--- src/rtl/imuldiv_div_requester_if.sv ---
// Val/rdy channels between the pipeline, the iterative divider and writeback,
// as seen by the divide requester.
interface imuldiv_div_requester_if;
  localparam int unsigned DataW = 32;
  localparam int unsigned TagW  = 5;
  localparam int unsigned LatW  = 16;

  logic              op_val;
  logic              op_rdy;
  logic [1:0]        op_fn;
  logic [DataW-1:0]  op_a;
  logic [DataW-1:0]  op_b;
  logic [TagW-1:0]   op_tag;

  logic              divreq_msg_fn;
  logic [DataW-1:0]  divreq_msg_a;
  logic [DataW-1:0]  divreq_msg_b;
  logic              divreq_val;
  logic              divreq_rdy;

  logic [2*DataW-1:0] divresp_msg_result;
  logic              divresp_val;
  logic              divresp_rdy;

  logic              wb_val;
  logic              wb_rdy;
  logic [DataW-1:0]  wb_data;
  logic [TagW-1:0]   wb_tag;

  logic              busy;
  logic [LatW-1:0]   last_latency;

  modport master (
    input  op_val, op_fn, op_a, op_b, op_tag,
    output op_rdy,
    output divreq_msg_fn, divreq_msg_a, divreq_msg_b, divreq_val,
    input  divreq_rdy,
    input  divresp_msg_result, divresp_val,
    output divresp_rdy,
    output wb_val, wb_data, wb_tag,
    input  wb_rdy,
    output busy, last_latency
  );

  modport slave (
    output op_val, op_fn, op_a, op_b, op_tag,
    input  op_rdy,
    input  divreq_msg_fn, divreq_msg_a, divreq_msg_b, divreq_val,
    output divreq_rdy,
    output divresp_msg_result, divresp_val,
    input  divresp_rdy,
    input  wb_val, wb_data, wb_tag,
    output wb_rdy,
    input  busy, last_latency
  );
endinterface

--- src/rtl/imuldiv_div_requester.sv ---
// Issues one div/divu/rem/remu to the iterative divider, selects quotient or
// remainder, and returns it on writeback; divide-by-zero bypasses the divider.
module imuldiv_div_requester (
  input  logic                     clk,
  input  logic                     reset,
  imuldiv_div_requester_if.master  bus
);
  localparam int unsigned DataW = 32;
  localparam int unsigned TagW  = 5;
  localparam int unsigned CntW  = 16;

  typedef enum logic [1:0] {IDLE, REQ, WAIT, WB} state_t;

  state_t            state;
  state_t            state_next;
  logic [1:0]        fn;
  logic [DataW-1:0]  a;
  logic [DataW-1:0]  b;
  logic [DataW-1:0]  result;
  logic [TagW-1:0]   tag;
  logic [CntW-1:0]   count;
  logic [CntW-1:0]   count_inc;
  logic [CntW-1:0]   lat;
  logic              op_go;
  logic              resp_go;

  // Saturating cycle count shared by the counter and the latency capture.
  assign count_inc = (count == '1) ? count : count + CntW'(1);

  always_ff @(posedge clk) begin
    if (reset) state <= IDLE;
    else       state <= state_next;
  end

  // Outputs decode the current state and are forced low while reset is high.
  always_comb begin
    state_next         = state;
    op_go              = 1'b0;
    resp_go            = 1'b0;
    bus.op_rdy         = 1'b0;
    bus.divreq_val     = 1'b0;
    bus.divreq_msg_fn  = 1'b0;
    bus.divreq_msg_a   = '0;
    bus.divreq_msg_b   = '0;
    bus.divresp_rdy    = 1'b0;
    bus.wb_val         = 1'b0;
    bus.wb_data        = '0;
    bus.wb_tag         = '0;
    bus.busy           = 1'b0;
    bus.last_latency   = '0;
    if (!reset) begin
      bus.last_latency = lat;
      case (state)
        IDLE: begin
          bus.op_rdy = 1'b1;
          op_go      = bus.op_val;
          if (op_go) state_next = (bus.op_b == '0) ? WB : REQ;
        end
        REQ: begin
          bus.busy          = 1'b1;
          bus.divreq_val    = 1'b1;
          bus.divreq_msg_fn = fn[0];
          bus.divreq_msg_a  = a;
          bus.divreq_msg_b  = b;
          if (bus.divreq_rdy) state_next = WAIT;
        end
        WAIT: begin
          bus.busy        = 1'b1;
          bus.divresp_rdy = 1'b1;
          resp_go         = bus.divresp_val;
          if (resp_go) state_next = WB;
        end
        WB: begin
          bus.busy    = 1'b1;
          bus.wb_val  = 1'b1;
          bus.wb_data = result;
          bus.wb_tag  = tag;
          if (bus.wb_rdy) state_next = IDLE;
        end
        default: state_next = IDLE;
      endcase
    end
  end

  // Operand capture, zero-divisor shortcut, response select and latency.
  always_ff @(posedge clk) begin
    if (reset) begin
      fn     <= '0;
      a      <= '0;
      b      <= '0;
      tag    <= '0;
      result <= '0;
      count  <= '0;
      lat    <= '0;
    end else begin
      if (op_go) begin
        fn    <= bus.op_fn;
        a     <= bus.op_a;
        b     <= bus.op_b;
        tag   <= bus.op_tag;
        count <= '0;
        if (bus.op_b == '0) begin
          result <= bus.op_fn[1] ? bus.op_a : '1;
          lat    <= '0;
        end
      end else if (state == REQ || state == WAIT) begin
        count <= count_inc;
      end
      if (resp_go) begin
        result <= fn[1] ? bus.divresp_msg_result[2*DataW-1:DataW]
                        : bus.divresp_msg_result[DataW-1:0];
        lat    <= count_inc;
      end
    end
  end
endmodule

--- src/flat_wrapper.sv ---
// flat-port wrapper written by rule: the top's interface ports become plain ports
module imuldiv_div_requester_flat 
  (clk, reset, bus_op_val, bus_op_fn, bus_op_a, bus_op_b, bus_op_tag, bus_op_rdy, bus_divreq_msg_fn, bus_divreq_msg_a, bus_divreq_msg_b, bus_divreq_val, bus_divreq_rdy, bus_divresp_msg_result, bus_divresp_val, bus_divresp_rdy, bus_wb_val, bus_wb_data, bus_wb_tag, bus_wb_rdy, bus_busy, bus_last_latency);
  imuldiv_div_requester_if bus_i ();
  input  logic clk;
  input  logic reset;
  input wire logic [$bits(bus_i.op_val)-1:0] bus_op_val;
  input wire logic [$bits(bus_i.op_fn)-1:0] bus_op_fn;
  input wire logic [$bits(bus_i.op_a)-1:0] bus_op_a;
  input wire logic [$bits(bus_i.op_b)-1:0] bus_op_b;
  input wire logic [$bits(bus_i.op_tag)-1:0] bus_op_tag;
  output wire logic [$bits(bus_i.op_rdy)-1:0] bus_op_rdy;
  output wire logic [$bits(bus_i.divreq_msg_fn)-1:0] bus_divreq_msg_fn;
  output wire logic [$bits(bus_i.divreq_msg_a)-1:0] bus_divreq_msg_a;
  output wire logic [$bits(bus_i.divreq_msg_b)-1:0] bus_divreq_msg_b;
  output wire logic [$bits(bus_i.divreq_val)-1:0] bus_divreq_val;
  input wire logic [$bits(bus_i.divreq_rdy)-1:0] bus_divreq_rdy;
  input wire logic [$bits(bus_i.divresp_msg_result)-1:0] bus_divresp_msg_result;
  input wire logic [$bits(bus_i.divresp_val)-1:0] bus_divresp_val;
  output wire logic [$bits(bus_i.divresp_rdy)-1:0] bus_divresp_rdy;
  output wire logic [$bits(bus_i.wb_val)-1:0] bus_wb_val;
  output wire logic [$bits(bus_i.wb_data)-1:0] bus_wb_data;
  output wire logic [$bits(bus_i.wb_tag)-1:0] bus_wb_tag;
  input wire logic [$bits(bus_i.wb_rdy)-1:0] bus_wb_rdy;
  output wire logic [$bits(bus_i.busy)-1:0] bus_busy;
  output wire logic [$bits(bus_i.last_latency)-1:0] bus_last_latency;
  assign bus_i.op_val = bus_op_val;
  assign bus_i.op_fn = bus_op_fn;
  assign bus_i.op_a = bus_op_a;
  assign bus_i.op_b = bus_op_b;
  assign bus_i.op_tag = bus_op_tag;
  assign bus_op_rdy = bus_i.op_rdy;
  assign bus_divreq_msg_fn = bus_i.divreq_msg_fn;
  assign bus_divreq_msg_a = bus_i.divreq_msg_a;
  assign bus_divreq_msg_b = bus_i.divreq_msg_b;
  assign bus_divreq_val = bus_i.divreq_val;
  assign bus_i.divreq_rdy = bus_divreq_rdy;
  assign bus_i.divresp_msg_result = bus_divresp_msg_result;
  assign bus_i.divresp_val = bus_divresp_val;
  assign bus_divresp_rdy = bus_i.divresp_rdy;
  assign bus_wb_val = bus_i.wb_val;
  assign bus_wb_data = bus_i.wb_data;
  assign bus_wb_tag = bus_i.wb_tag;
  assign bus_i.wb_rdy = bus_wb_rdy;
  assign bus_busy = bus_i.busy;
  assign bus_last_latency = bus_i.last_latency;
  imuldiv_div_requester u_core (.clk(clk), .reset(reset), .bus(bus_i));
endmodule
--- config.mk ---
export PLATFORM = sky130hd
export DESIGN_NAME = imuldiv_div_requester_flat
export DESIGN_NICKNAME = d
export VERILOG_FILES = /design/src/rtl/imuldiv_div_requester_if.sv /design/src/rtl/imuldiv_div_requester.sv /design/src/flat_wrapper.sv
export SDC_FILE = /design/constraint.sdc
export NUM_CORES = 1
export LEC_CHECK = 0
export ABC_AREA = 1
export BUFFER_PORTS_ARGS = -buffer_cell sky130_fd_sc_hd__buf_2
export CORE_MARGIN = 2
export CORE_UTILIZATION = 50
export DETAILED_ROUTE_END_ITERATION = 8
export PLACE_DENSITY = 0.81
export SYNTH_ARGS = -nofsm -noshare
export SYNTH_HDL_FRONTEND = slang
export SYNTH_SLANG_ARGS = --single-unit
export TNS_END_PERCENT = 1
--- constraint.sdc ---
create_clock -name clk -period 2.9 [get_ports clk]
set_input_delay 0.435 -clock clk [delete_from_list [all_inputs] [get_ports clk]]
set_output_delay 0.435 -clock clk [all_outputs]
set_load 0.01 [all_outputs]
==> metrics <==
Post-synth EDFFs 0; row count 43; Fin Clk Skew 0.00702 ns; final cell count without fillers 1,513; crit-path most repeated cell nor2_1; max incr delay on CP 0.56 ns; synth top area cells dfxtp_1, nor2_1, o21ai_0; Slowest-stage cell, CP inv_2; drt first pass iters 7; post-CTS setup repair buffer count 0; initial antenna violation count 1; post-synth top area cell dfxtp_1; Seq/Total Area, Yosys 39.1%; die height 122 um; share of cells above drive strength 1 24.5%; Top delay family on crit path buffers and inverters; Max VDD drop 0.000418 V; Post-Synthesis Cell Area 7010 sq um; Pleak 4.27 nW; gr usage total 26.9%; Hold Fails Final Rpt 0; ys flop type dfxtp_1; CP Buf/Inv Count 3; first-pass GRT wire length 32,000 um; top cell type's share of synthesized area 39.1%; Final min period 2.49 ns; CTS sink cnt 137; Cells after DPL 1,480; Setup CP Type reg2out; Crit path required time 2.47 ns; WL final 20,500 um; Post-Syn Instances 1,097; total gr overflow 0; worst hold path depth 3; Worst Hold Class in2reg; Peak Freq 0.401 GHz; Setup WS pre-CTS 0.730 ns; fin. max-slew vios 0; dominant cell by count in the synthesized netlist nor2_1; # IOs 264; synthesized area per cell 6.39 sq um; Critical Path, Cell by Cell ha_1 -> inv_1 -> nor2_1 -> inv_2 -> nor2_1 -> buf_2; pin count of the biggest net entering global routing 78; layout net count 1,466; FF+latch count, synth 137; CTS max path bufs 2; CTS tree built; Endpoint, Worst Hold u_core.tag[2]; reg2reg path depth 10; Area Overhead vs Synth 27.4%; Yosys warnings 0; vias in the first global route 6,791; Buffers on Ports 263; placed cell areas 8340 sq um; area of the die 15,000 sq um; design area 8930 sq um; H-tree levels 4; reg2reg end u_core.result[21]; RSZ-0062 raised after global routing false; Antenna Nets Post-Route 0; final worst slack 0.407 ns; count of final setup violators 0; Hold Crit Start bus_op_tag[2]; via count 7,608; normalized max-slew margin 38.9%; CTS Hold Bufs 0; Root Buffer Master clkbuf_16; First DRT Iteration DRCs 548; core area 13,800 sq um; Setup crit end kind primary output; ys async rst share 0%; vias per cell 5.03; setup total negative slack 0 ns; arrival time worst endpoint 2.06 ns; TritonCTS buffer count 17; clk_lat worst skew 0.42 ns; critical-path maximum fanout 37; commonest cells in the netlist nor2_1, nand2_1, inv_1; hpwl dp 14,500 um; CP Launch Type flop; Max Cap Viol 0; Placer Congestion 0.931; fin crit share 86.0%; pwr dens 698 nW/um^2; Clk pin slew, worst setup/hold paths 0.06 ns; PostCTS Resize Cnt 0; Die W 122 um; Initial Util 50.9%; Netlist cell types 28; outcome finished, final reports clean; Worst Max-Slew Pin Slew 0.916 ns; RR Startpoint u_core.state[0]; r2r setup slk 0.74 ns; drc violations 0; Syn Nets 1,244; DR WL/cell 13.5 um
registers in the layout (all words and copies together), names as in the netlist:
register       cells
u_core.b          32
u_core.a          32
u_core.count      16
u_core.lat        16
u_core.state       2
u_core.tag         5
u_core.fn          2
u_core.result     32
area by class of cell:
type	count	area [sq um]
Fill cell	1326	4840
Multi-Input combinational cell	736	3370
Sequential cell	137	2740
Timing Repair Buffer	275	1430
Inverter	152	571
Clock buffer	19	443
Tap cell	180	225
Clock inverter	13	146
Antenna cell	1	2.50
cell families after synthesis:
group / count (synthesis) / synth area share (%)
simple gates: 502 / 28.9
fa+ha+maj: 6 / 1.07
xor+xnor: 5 / 0.625
buf+inv: 224 / 13.0
compound gates: 223 / 17.2
flops: 137 / 39.1
tightest hold or removal path, stage by stage:
cell	delay [ns]
buf_2	0.07
nand2_1	0.04
o21ai_0	0.05
layout by cell type, fill, tap and decap left out, types with 10 or more instances in the layout:
cell type	Yosys	routed
a21oi_1	54	54
o31ai_1	32	32
clkbuf_16	0	17
nand3_1	54	54
nor2_1	264	264
nand2_1	164	163
dfxtp_1	137	137
buf_4	2	10
buf_2	22	263
o21ai_0	128	128
inv_1	150	149
metrics by stage:
step                      total power [mW]  hold slack, ns  util, %
after global routing                  6.61           0.214     64.8
after floorplan                       3.59           0.450        -
final                                 6.23           0.212     64.8
after global placement                4.06           0.463     60.5
after detailed placement              4.11           0.470     60.5
after CTS                             6.25           0.201     64.8
routing by layer:
metal | share of wire [%] | track usage, % | up-vias
li1 | - | - | 3870
met1 | 44 | 34.3 | 3366
met2 | 47 | 43.7 | 323
met3 | 6.8 | 6.37 | 49
met4 | 2.7 | 11.3 | 0
met5 | 0 | 0 | -
report_power, final:
group          internal, mW  leakage [nW]  switching, mW
Sequential             2.25          1.12          0.206
Clock                  1.30         0.284          0.843
Combinational         0.546          2.87           1.09
worst max path at each step:
| stage | cells past startpoint | end | startpoint |
|---|---|---|---|
| after floorplan | 6 | bus_divreq_msg_a[12] | reset |
| after global placement | 5 | bus_wb_data[30] | reset |
| after detailed placement | 7 | bus_divreq_msg_b[4] | reset |
| after CTS | 6 | bus_wb_data[30] | u_core.state[0] |
| after global routing | 6 | bus_wb_data[30] | u_core.state[0] |
| final | 6 | bus_wb_data[30] | u_core.state[0] |
No activity file was read; power rests on OpenSTA's default activity.
